File: config.mk
export PLATFORM = sky130hd
export DESIGN_NAME = instr_fetch
export DESIGN_NICKNAME = d
export VERILOG_FILES = /design/src/rtl/instr_fetch.sv
export SDC_FILE = /design/constraint.sdc
export NUM_CORES = 1
export LEC_CHECK = 0
export BUFFER_PORTS_ARGS = -buffer_cell sky130_fd_sc_hd__buf_2
export CORE_UTILIZATION = 36
export CTS_CLUSTER_SIZE = 10
export DETAILED_ROUTE_END_ITERATION = 6
export GPL_ROUTABILITY_DRIVEN = 0
export GPL_TIMING_DRIVEN = 0
export PLACE_DENSITY = 0.6
export SKIP_LAST_GASP = 1
export SLEW_MARGIN = 10
export SYNTH_ARGS = -nofsm -noshare
export SYNTH_HDL_FRONTEND = slang
export SYNTH_SLANG_ARGS = --single-unit
File: constraint.sdc
create_clock -name clk -period 2.7 [get_ports clk]
set_input_delay 0.135 -clock clk [delete_from_list [all_inputs] [get_ports clk]]
set_output_delay 0.135 -clock clk [all_outputs]
set_load 0.05 [all_outputs]
File: src/rtl/instr_fetch.sv
// Fetch stage: pulls 1-3 byte instructions from byte-wide program memory
// and hands each complete instruction to the decoder over valid/ready.
module instr_fetch #(
  parameter int ADDR_W = 12,
  parameter int DATA_W = 8
) (
  input  logic              clk,
  input  logic              reset,
  input  logic [ADDR_W-1:0] pc,
  output logic              pc_enable,
  input  logic              flush,
  output logic              mem_req,
  output logic [ADDR_W-1:0] mem_addr,
  input  logic              mem_ack,
  input  logic [DATA_W-1:0] mem_rdata,
  output logic              instr_valid,
  input  logic              instr_ready,
  output logic [DATA_W-1:0] instr_opcode,
  output logic [DATA_W-1:0] instr_op1,
  output logic [DATA_W-1:0] instr_op2,
  output logic [1:0]        instr_len,
  output logic [ADDR_W-1:0] instr_pc
);

  typedef enum logic {
    FETCH,
    HOLD
  } state_t;

  state_t     state;
  logic [1:0] byte_idx;
  logic [1:0] rdata_len;
  logic [1:0] cur_len;
  logic       last_byte;

  always_comb begin
    rdata_len = 2'd1;
    unique case (1'b1)
      (mem_rdata[7:6] == 2'b01): rdata_len = 2'd2;
      (mem_rdata[7:6] == 2'b10): rdata_len = 2'd3;
      default:                   rdata_len = 2'd1;
    endcase
  end

  // Byte 0 must use the length of the opcode arriving now, not the
  // length latched for the previous instruction.
  assign cur_len   = (byte_idx == 2'd0) ? rdata_len : instr_len;
  assign last_byte = (byte_idx + 2'd1) == cur_len;

  assign mem_req   = (state == FETCH) && !flush && !reset;
  assign mem_addr  = pc;
  assign pc_enable = mem_req && mem_ack;

  always_ff @(posedge clk or posedge reset) begin
    if (reset) begin
      state        <= FETCH;
      byte_idx     <= 2'd0;
      instr_valid  <= 1'b0;
      instr_opcode <= '0;
      instr_op1    <= '0;
      instr_op2    <= '0;
      instr_len    <= 2'd0;
      instr_pc     <= '0;
    end else if (flush) begin
      state       <= FETCH;
      byte_idx    <= 2'd0;
      instr_valid <= 1'b0;
    end else begin
      unique case (state)
        FETCH: begin
          if (pc_enable) begin
            unique case (byte_idx)
              2'd0: begin
                instr_opcode <= mem_rdata;
                instr_pc     <= pc;
                instr_op1    <= '0;
                instr_op2    <= '0;
                instr_len    <= rdata_len;
              end
              2'd1:    instr_op1 <= mem_rdata;
              default: instr_op2 <= mem_rdata;
            endcase
            if (last_byte) begin
              state       <= HOLD;
              instr_valid <= 1'b1;
              byte_idx    <= 2'd0;
            end else begin
              byte_idx <= byte_idx + 2'd1;
            end
          end
        end
        HOLD: begin
          if (instr_ready) begin
            state       <= FETCH;
            instr_valid <= 1'b0;
          end
        end
        default: state <= FETCH;
      endcase
    end
  end

endmodule

Yosys cells after proc, flatten, opt, wreduce, memory -nomap -nowiden
Cells that the tools add are included.

word-level totals
  bits in registers = 42
  input bits = 25
  output and inout bits = 53
  word-level logic and storage cells = 52

operators by class
  add/subtract/negate cells = 1
  equality and inequality tests = 8
  mux-type cells = 18
  bitwise operators = 3
  reduce and logical (&&, ||, !) cells = 14

operators by type and width
  operator                                                                number
  8-bit one-hot mux with 2 select lines                                   2
  4-bit AND reduction                                                     3
  2-bit two-way mux                                                       5
  3-bit != test (second input constant)                                   3
  1-bit two-way mux                                                       8
  3-bit AND reduction                                                     2
  2-bit by 1-bit equality test with 1-bit output (second input constant)  2
  1-bit one-hot mux with 2 select lines                                   2
  2-bit one-hot mux with 2 select lines                                   1
  2-bit nonzero test                                                      2
  1-bit logical AND                                                       3
  1-bit NOT                                                               3
  2-bit by 1-bit adder with 2-bit output (second input constant)          1
  2-bit equality test                                                     1
  2-bit equality test (second input constant)                             1
  1-bit logical NOT                                                       2
  2-bit logical NOT                                                       1
  2-bit != test (second input constant)                                   1
  2-bit AND reduction                                                     1

Logic depth before layout (Yosys ltp)
  word-level depth = 8
  gate-level depth with buffers = 7
  gate-level depth less buffers = 6

Least setup slack after synthesis
Ideal clock, no wire load.

  path type = register -> register
  from = reg byte_idx[0]
  to = reg byte_idx[1]
  setup time = 0.154 ns
  data arrival time = 1.708 ns
  data required time = 2.546 ns
  path slack = 0.838 ns
  cell stages (with the launch flop) = 7
  buffers on the path = 0
  period minus slack after synthesis = 1.862 ns
  cell sequence = dfrtp_1 > inv_1 > ha_1 > or2_2 > and3_1 > nor4_1 > o32ai_1

between the ends
  word-level cells in the longest chain between the ends = 7
  elaborated cells between the ends (all ways) = 8
  those cells by class = 1 x add/sub; 1 x eq/ne; 5 x mux; 1 x reduce/logical

ends and longest elaborated chain
  item                                                                                            RTL line  text
  start: declaration                                                                              31        logic [1:0] byte_idx;
  start signal: assignment                                                                        88        byte_idx <= byte_idx + 2'd1;
  parallel branches: the longest is 3 deep, another holds 2-bit by 1-bit adder with 2-bit output  n/a
  2-bit two-way mux *                                                                             83        if (last_byte) begin
  2-bit two-way mux *                                                                             71        if (pc_enable) begin
  2-bit two-way mux *                                                                             69        unique case (state)
  2-bit two-way mux *                                                                             64        end else if (flush) begin

Every way passes the cells marked *. The select of a mux whose other input is x is not followed.
A chain may end at the register's enable or synchronous reset.

Final worst setup path
Same ends and word-level chain as after synthesis.

==> out/qor.yml <==
drt:
  dr_wl_met2_um: 1730
  drt-vias-per-instance: 4.634
  postRouteAntennaNets: 0
  highest_layer: "met4"
  num_vias: 1404
  wl_met1_um: 2017
  drt_iter0_drc: 91
  drt_wl_total_um: 4039
  wl_per_cell_um: 13.33
  wl_met3_um: 245
  dr.pass1.iters: 4
  route.detailed.drc: 0
cts:
  numCtsBuffers: 5
  htreeDepth: 2
  cts_sinks: 42
  clock-root-buffer: "clkbuf_8"
  clk_pin_slew_worst_paths_ns: 0.08
  clock_latency_ns: 0.30
  cts_tree: "built"
  post_cts_resized: 0
  clockBufferDepth: 2
setup_path:
  reg2reg_slack_ns: 0.58
  slowest_stage: "nor4_1"
  crit_family: "simple AND/OR/NAND/NOR gates"
  setup.worst_path.end_class: "register"
  ff2ff_path_depth: 6
  cp.arrival_ns: 2.27
  path_max_fanout: 5
  crit_path_start_kind: "register"
  critPathBufInv: 1
  cp.required_ns: 2.85
  timing.rr.end: "byte_idx[1]$_DFFE_PP0P_"
  reg2reg_from: "byte_idx[0]$_DFFE_PP0P_"
  slowest_delay_ns: 0.56
  cp_cell_sequence: "inv_1, ha_1, or2_2, and3_1, nor4_1, o32ai_1"
  crit_type: "register to register"
global_routing:
  grt_antenna_before_repair: 0
  overflow: 0
  grt_pass1_vias: 1213
  grt_util_all_layers_pct: 15.01
  grt_max_degree: 32
  grt_pass1_wl_um: 6127
cells_and_area:
  drive_gt1_share_pct: 54.08
  fillers: 485
  antenna_cells: 0
  fin_nets: 260
  syn2layout_area_growth_pct: 31.47
  final_area_sq_um: 2499
sta:
  finalCriticalPeriod_ns: 2.124
  fmax_mhz: 470.8
  fin_tns_setup_ns: 0
  worst_pin_slew_ns: 0.6213
  finClkSkew_ns: 0.009264
  timing.hold.ws_ns: 0.07878
  maxSlewHeadroom_pct: 58.20
  fin_crit_sh_pct: 78.67
  hold_viol: 0
  rsz0062_at_grt: "no"
  worst_slack_ns: 0.5760
  setup_viol: 0
  drv_slew: 0
power:
  switching_power_w: 0.001064
  finalPower_w: 0.002359
  clkPwrFrac_pct: 18.4
  p_leak_nw: 1.364
  seqPwrFrac_pct: 36.3
  vdd_ir_drop_max_uv: 455.1
  p_per_area_nw_per_um2: 944.0
  intPower_w: 0.001295
  p_sw_share_pct: 45.11
  power_frac_comb_pct: 45.2
die:
  pin_count: 78
  die-area_sq_um: 5574
  initial_core_util_pct: 37.21
  design.core.area_sq_um: 5107
  fp.dieW_um: 74.66
  row_count: 26
  die_h_um: 74.66
min_path:
  hold_depth: 2
  hold_path_end: "instr_op1[7]$_DFFE_PP0P_"
  hp-class: "primary input to register"
  hp-start: "mem_rdata[7]"
yosys:
  synth_mux_area_share_pct: 14.02
  synthCells: 146
  synth_fa_ha_area_share_pct: 1.975
  yosys.area.top_type_share_pct: 55.30
  synth_seq_cells: 42
  yosys.area.top_type: "dfrtp_1"
  synth_fp_nets: 174
  synth_warnings: 0
  syn_area_per_cell_sq_um: 13.02
  synth-xor-area-share_pct: 0
  synth_compound_area_share_pct: 10.01
  synth_top_family_by_area: "multiplexers"
  ys_types: 30
  yosys-top-cells-area: "dfrtp_1, mux2_4, buf_4"
  syn_area_sq_um: 1901
  yosysSeqAreaShare_pct: 55.30
  synth-simple-area-share_pct: 9.809
flow_run:
  max-cap-violations: 0
placement:
  post_dp_cell_area_sq_um: 2394
  port-buffer-count: 77
  dpl.hpwl_um: 2935
  post-place-ws_ns: 0.5540
status:
  status: "finished, final reports clean"
## layer usage
metal / GRT usage, % / up-vias
li1: - / 671
met1: 21.10 / 669
met2: 21.82 / 58
met3: 4.953 / 6
met4: 5.031 / 0
met5: 0 / -
## worst max-delay path by stage
stage,start,endpoint,slack [ns],cells past startpoint
after global placement,byte_idx[0]$_DFFE_PP0P_,byte_idx[1]$_DFFE_PP0P_,0.58,6
final,byte_idx[0]$_DFFE_PP0P_,byte_idx[1]$_DFFE_PP0P_,0.58,6
after detailed placement,byte_idx[0]$_DFFE_PP0P_,byte_idx[1]$_DFFE_PP0P_,0.55,6
after CTS,byte_idx[0]$_DFFE_PP0P_,byte_idx[1]$_DFFE_PP0P_,0.55,6
after floorplan,byte_idx[0]$_DFFE_PP0P_,byte_idx[1]$_DFFE_PP0P_,0.84,6
after global routing,byte_idx[0]$_DFFE_PP0P_,byte_idx[1]$_DFFE_PP0P_,0.40,6
## registers in the layout (all words and copies together), names as in the netlist
name	flops
instr_valid	1
byte_idx	2
state	1
instr_len	2
instr_op1	8
instr_op2	8
instr_pc	12
instr_opcode	8
## metrics by stage
step                      cells  utilization (%)
after global routing        303            48.92
final                       303            48.92
after CTS                   303            48.92
after global placement      293            46.47
after floorplan             146                -
after detailed placement    294            46.86
## cell usage after synthesis (all sizes together)
| library cell | count |
|---|---|
| a22o | 10 |
| nor2 | 2 |
| buf | 16 |
| nor4 | 1 |
| o32ai | 1 |
| o21ai | 12 |
| o21a | 1 |
| inv | 5 |
| nand3b | 7 |
| a21oi | 2 |
| o31ai | 1 |
| clkbuf | 2 |
| dfrtp | 42 |
| or3 | 1 |
| or2 | 1 |
| mux2 | 19 |
| nor3 | 2 |
| and2 | 2 |
| or4b | 1 |
| nand2 | 13 |
| o41ai | 1 |
| ha | 3 |
| and3 | 1 |
## power by group through the flow
stage	sequential (W)	combinational [W]	clock (W)
after CTS	0.000859	0.00108	0.000442
after global placement	0.000865	0.00107	0
after detailed placement	0.000868	0.00107	0
after global routing	0.000877	0.00113	0.000461
after floorplan	0.00138	0.000316	0
final	0.000857	0.00107	0.000435
## timing repair
item                       in CTS  in global routing
setup endpoints to repair       0                  0
buffers inserted                0                  0
hold endpoints to repair       11                  0
hold buffers                    1                  0
## placed cells by master (no fill, tap or decap), types with 2 or more instances in the layout
cell / n
o21ai_0: 11
a22o_1: 10
buf_12: 2
buf_2: 78
mux2_4: 14
buf_6: 2
clkbuf_1: 2
mux2_2: 5
clkbuf_8: 6
nor3_1: 2
ha_1: 3
dfrtp_1: 42
a21oi_1: 2
and2_1: 2
nand2_1: 12
inv_1: 3
nand3b_1: 7
buf_4: 12
nor2_1: 2
## logic make-up (layout without fill, tap and decap cells)
group	count (synthesis)	count (layout)
AOI/OAI and AO/OA	28	28
adders and majority gates	3	3
buffers and inverters	23	110
DFF	42	42
muxes	19	19
and+or+nand+nor	31	31
## layout make-up
type                            instances  area [sq um]  area share, %
Clock buffer                            6         82.58          3.305
Inverter                                5         23.77         0.9514
Sequential cell                        42          1051          42.06
Timing Repair Buffer                   79         415.4          16.62
Buffer                                 18         145.1          5.809
Tap cell                               70         87.58          3.505
Multi-Input combinational cell         81         680.7          27.24
Clock inverter                          2         12.51         0.5008
No activity file was read; power rests on OpenSTA's default activity.
